**config.mk**
```make
export PLATFORM = sky130hd
export DESIGN_NAME = seq_shift_register
export DESIGN_NICKNAME = d
export VERILOG_FILES = /design/src/rtl/seq_shift_register.sv
export SDC_FILE = /design/constraint.sdc
export NUM_CORES = 1
export LEC_CHECK = 0
export ABC_AREA = 1
export BUFFER_PORTS_ARGS = -buffer_cell sky130_fd_sc_hd__buf_2
export CORE_MARGIN = 2
export CORE_UTILIZATION = 50
export CTS_CLUSTER_DIAMETER = 80
export CTS_CLUSTER_SIZE = 40
export DETAILED_ROUTE_END_ITERATION = 10
export PLACE_DENSITY_LB_ADDON = 0.05
export REMOVE_ABC_BUFFERS = 1
export SYNTH_ARGS = -nofsm -noshare
export SYNTH_HDL_FRONTEND = slang
export SYNTH_SLANG_ARGS = --single-unit
export TNS_END_PERCENT = 30
```
**constraint.sdc**
```tcl
create_clock -name clk -period 3.7 [get_ports clk]
set_clock_uncertainty 0.1 [all_clocks]
set_input_delay 0.555 -clock clk [delete_from_list [all_inputs] [get_ports clk]]
set_output_delay 0.555 -clock clk [all_outputs]
set_load 0.01 [all_outputs]
```
**src/rtl/seq_shift_register.sv**
```systemverilog
// Multi-cycle shifter: loads an operand, then performs one 1-bit shift/rotate/fill step per cycle.
// Optional sticky (OR of shifted-out bits) is built only when SEQ_SHIFT_STICKY_EN is defined.
module seq_shift_register #(
  parameter int WIDTH = 16,
  parameter int AMT_W = 4
) (
  input  logic             clk,
  input  logic             reset,
  input  logic             start,
  input  logic [WIDTH-1:0] load_data,
  input  logic [AMT_W-1:0] amount,
  input  logic             dir,
  input  logic [1:0]       mode,
  input  logic             ser_in,
  input  logic             hold,
  output logic [WIDTH-1:0] out,
  output logic             ser_out,
  output logic             sticky,
  output logic             busy,
  output logic             done,
  output logic [1:0]       dbg_state
);

  typedef enum logic [1:0] {
    IDLE  = 2'd0,
    SHIFT = 2'd1,
    DONE  = 2'd2
  } state_t;

  localparam logic [1:0] MODE_ARITH = 2'b00;
  localparam logic [1:0] MODE_LOGIC = 2'b01;
  localparam logic [1:0] MODE_ROT   = 2'b10;
  localparam logic [1:0] MODE_SER   = 2'b11;

  state_t           state_q, state_d;
  logic [AMT_W-1:0] cnt_q;
  logic             dir_q;
  logic [1:0]       mode_q;
  logic [WIDTH-1:0] out_q;
  logic [WIDTH-1:0] stepped;
  logic             ser_q;
  logic             fill;
  logic             exit_bit;
  logic             accept;
  logic             do_step;

  // start is only honoured in IDLE; hold only freezes SHIFT.
  assign accept  = (state_q == IDLE) && start;
  assign do_step = (state_q == SHIFT) && !hold;

  always_comb begin
    state_d = state_q;
    case (state_q)
      IDLE:    if (start) state_d = (amount == '0) ? DONE : SHIFT;
      SHIFT:   if (!hold && (cnt_q == AMT_W'(1))) state_d = DONE;
      DONE:    state_d = IDLE;
      default: state_d = IDLE;
    endcase
  end

  // One step of the captured operation: fill bit enters, exit bit leaves.
  always_comb begin
    fill     = 1'b0;
    exit_bit = dir_q ? out_q[WIDTH-1] : out_q[0];
    case (mode_q)
      MODE_ARITH: fill = dir_q ? 1'b0 : out_q[WIDTH-1];
      MODE_LOGIC: fill = 1'b0;
      MODE_ROT:   fill = dir_q ? out_q[WIDTH-1] : out_q[0];
      MODE_SER:   fill = ser_in;
      default:    fill = 1'b0;
    endcase
    stepped = dir_q ? {out_q[WIDTH-2:0], fill} : {fill, out_q[WIDTH-1:1]};
  end

  always_ff @(posedge clk or posedge reset) begin
    if (reset) begin
      state_q <= IDLE;
      cnt_q   <= '0;
      dir_q   <= 1'b0;
      mode_q  <= MODE_ARITH;
      out_q   <= '0;
      ser_q   <= 1'b0;
    end else begin
      state_q <= state_d;
      if (accept) begin
        out_q  <= load_data;
        cnt_q  <= amount;
        dir_q  <= dir;
        mode_q <= mode;
        ser_q  <= 1'b0;
      end else if (do_step) begin
        out_q <= stepped;
        cnt_q <= cnt_q - AMT_W'(1);
        ser_q <= exit_bit;
      end
    end
  end

`ifdef SEQ_SHIFT_STICKY_EN
  logic sticky_q;

  // Rotation never loses bits, so it never sets sticky.
  always_ff @(posedge clk or posedge reset) begin
    if (reset) begin
      sticky_q <= 1'b0;
    end else if (accept) begin
      sticky_q <= 1'b0;
    end else if (do_step && (mode_q != MODE_ROT)) begin
      sticky_q <= sticky_q | exit_bit;
    end
  end

  assign sticky = sticky_q;
`else
  assign sticky = 1'b0;
`endif

  assign out       = out_q;
  assign ser_out   = ser_q;
  assign busy      = (state_q == SHIFT);
  assign done      = (state_q == DONE);
  assign dbg_state = state_q;

endmodule

```
==> flow_summary.yaml <==
status:
  outcome: "complete, no violations"
sta:
  worst_pin_slew_ps: 1004
  rsz0062_at_grt: "no"
  slew_viol_final: 0
  finalCritPeriodShare: 0.4852
  setup_viol: 0
  min_period_ps: 1795
  max_freq_ghz: 0.5570
  layout_setup_ws_ps: 1905
  hold_ws_ps: 336.3
  finalSetupTns_ps: 0
  slew_headroom: 0.3297
  hold_viol: 0
synth:
  yosysSeqAreaShare: 0.3994
  syn_area_mm2: 0.001629
  syn_inst: 199
  syn_area_per_cell_um2: 8.186
  yosys_warnings: 0
  yosysUniqueCellTypes: 28
  synth.ff_latch_count: 26
global_route:
  grt_max_degree: 34
  grt_pass1_vias: 1297
  grt_overflow: 0
  grtUsageTotal: 0.2115
  antenna_found_initial: 0
  grt_pass1_wl_um: 5934
power_and_ir_drop:
  combPwrFrac: 0.547
  pwr-share-clk: 0.093
  power_density_mw_per_mm2: 853.4
  p_leak_nw: 1.028
  vdd_drop_max_v: 0.0003086
  swShare: 0.4861
  switchingPower_uw: 775.0
  p_int_uw: 819.2
  pwr-share-seq: 0.360
clocking:
  cts_buffers: 3
  clk_latency_ps: 320
  post_cts_buffers: 0
  cts_tree: "done"
  clock-sinks: 26
  cts_hold_buf: 0
  clkTransAtPathRegs_ps: 150
  clockRootBuffer: "clkbuf_4"
  cts_resized: 0
  cts_buffer_depth: 2
  h-tree-depth: 1
setup_path:
  cp.required_ps: 3830
  path_max_fanout: 33
  cp-end-kind: "flop"
  startpoint_type: "flop"
  r2r-end: "ser_out$_DFFE_PP0P_"
  r2r_cells: 5
  arrival_ps: 1930
  worstReg2RegStart: "dbg_state[1]$_DFFE_PP0P_"
  rrSetupSlack_ps: 1900
  critPathKind: "flop to flop"
placed_design:
  dp_hpwl_um: 2492
  place_ws_ps: 1794
  place.gp.congestion: 0.8303
  port_buffers: 48
route:
  wl_met1_um: 1657
  wl_per_cell_um: 12.50
  num_vias: 1457
  wl_um: 3563
  wl_met3_um: 206
  drc_errors: 0
  highest_layer: "met4"
  drt_pre_antenna_iters: 4
  vias_per_cell: 5.112
  postRouteAntennaNets: 0
  drt_iter0_markers: 125
  wl_met2_um: 1681
floorplan:
  coreArea_mm2: 0.003078
  die_height_um: 61.08
  die_w_um: 61.08
  rows: 20
  start_util: 0.5293
  io_pins: 50
  die_area_mm2: 0.003731
layout:
  areaGrowthSynthToFinish_pct: 14.67
  nets: 272
  diodes: 0
  drive_gt1_frac: 0.3361
worst_hold_path:
  hp-class: "input port to asynchronous set/reset pin"
job:
  max-cap-violations: 0
cell families after synthesis:
kind of cell    Yosys count  synth area share
buf+inv                  26           0.09677
fa+ha+maj                 2           0.01536
xor+xnor                  1          0.005377
other cells               1          0.002302
compound gates           26            0.1406
simple gates            117            0.3403
flops                    26            0.3994
worst max-delay path by stage:
stage                              from                   to  slack, ps  cells past startpoint
6_report       dbg_state[1]$_DFFE_PP0P_  ser_out$_DFFE_PP0P_       1900                      5
5_1_grt               dir_q$_DFFE_PP0P_   out[0]$_DFFE_PP0P_       1720                      7
4_1_cts        dbg_state[1]$_DFFE_PP0P_  ser_out$_DFFE_PP0P_       1890                      5
3_5_place_dp                      start  ser_out$_DFFE_PP0P_       1790                      5
3_3_place_gp                      start  ser_out$_DFFE_PP0P_       1850                      5
2_1_floorplan  dbg_state[1]$_DFFE_PP0P_  ser_out$_DFFE_PP0P_       2120                      5
cell usage after synthesis, drive strengths merged:
master  count  share of area
o21bai      1         0.0046
nand3      23          0.078
xor2        1         0.0054
nor2        9          0.025
a21oi       2         0.0061
o211ai     17           0.11
or2         1         0.0038
ha          2          0.015
buf        10          0.057
inv        16          0.040
dfrtp      26           0.40
nand4       3          0.012
conb        1         0.0023
a22oi       1         0.0046
o21ai       3         0.0092
nand2      81           0.22
a21o        1         0.0046
a22o        1         0.0054
layer usage:
| metal | track usage | vias up |
|---|---|---|
| met5 | 0 | - |
| met4 | 0.04658 | 0 |
| li1 | - | 733 |
| met1 | 0.2789 | 682 |
| met3 | 0.03782 | 2 |
| met2 | 0.3632 | 40 |
layout make-up:
class | instances | area [um^2]
multi-input combinational | 147 | 820.8
fill | 308 | 1210
tap | 44 | 55.05
inverter | 16 | 65.06
sequential | 26 | 650.6
timing repair buffer | 48 | 240.2
clock buffer | 4 | 36.28
state kept, by name, summed over array words and instances, names as in the netlist:
register	cells
out	16
cnt_q	4
dbg_state	2
mode_q	2
dir_q	1
ser_out	1
placed cells by master, fill, tap and decap left out:
master,n
nand2_1,68
dfrtp_1,26
a21oi_1,2
inv_2,3
clkbuf_8,1
o211ai_1,8
buf_2,48
a22o_1,1
xor2_1,1
nor2_4,1
inv_1,12
a21o_1,1
or2_2,1
a22oi_1,1
nand4_1,3
o21ai_1,3
o211ai_2,9
inv_6,1
conb_1,1
nand2_4,2
nand2_8,1
nor2_1,8
nand3_1,22
o21bai_1,1
nand2_2,10
nand3_4,1
clkbuf_4,3
ha_1,2
stage by stage:
step	instances	utilization	total power [mW]	area, um^2
global route	285	0.6069	1.757	1868
CTS	285	0.6069	1.614	1868
finish	285	0.6069	1.594	1868
global placement	281	0.5951	1.432	1832
floorplan	189	-	1.197	1536
detailed placement	281	0.5951	1.465	1832
power groups by stage:
stage               clock network [mW]  registers [mW]  logic, mW
global route                     0.165           0.600      0.992
floorplan                            0           0.590      0.607
CTS                              0.152           0.575      0.886
detailed placement                   0           0.581      0.885
finish                           0.148           0.575      0.872
global placement                     0           0.574      0.857
worst max-delay path, cell delays in order (launching register included):
cell and delay (ps):
dfrtp_1 450, inv_1 130, nand3_4 370, nand2_8 340, inv_6 130, a21o_1 180
No activity file was read; power rests on OpenSTA's default activity.
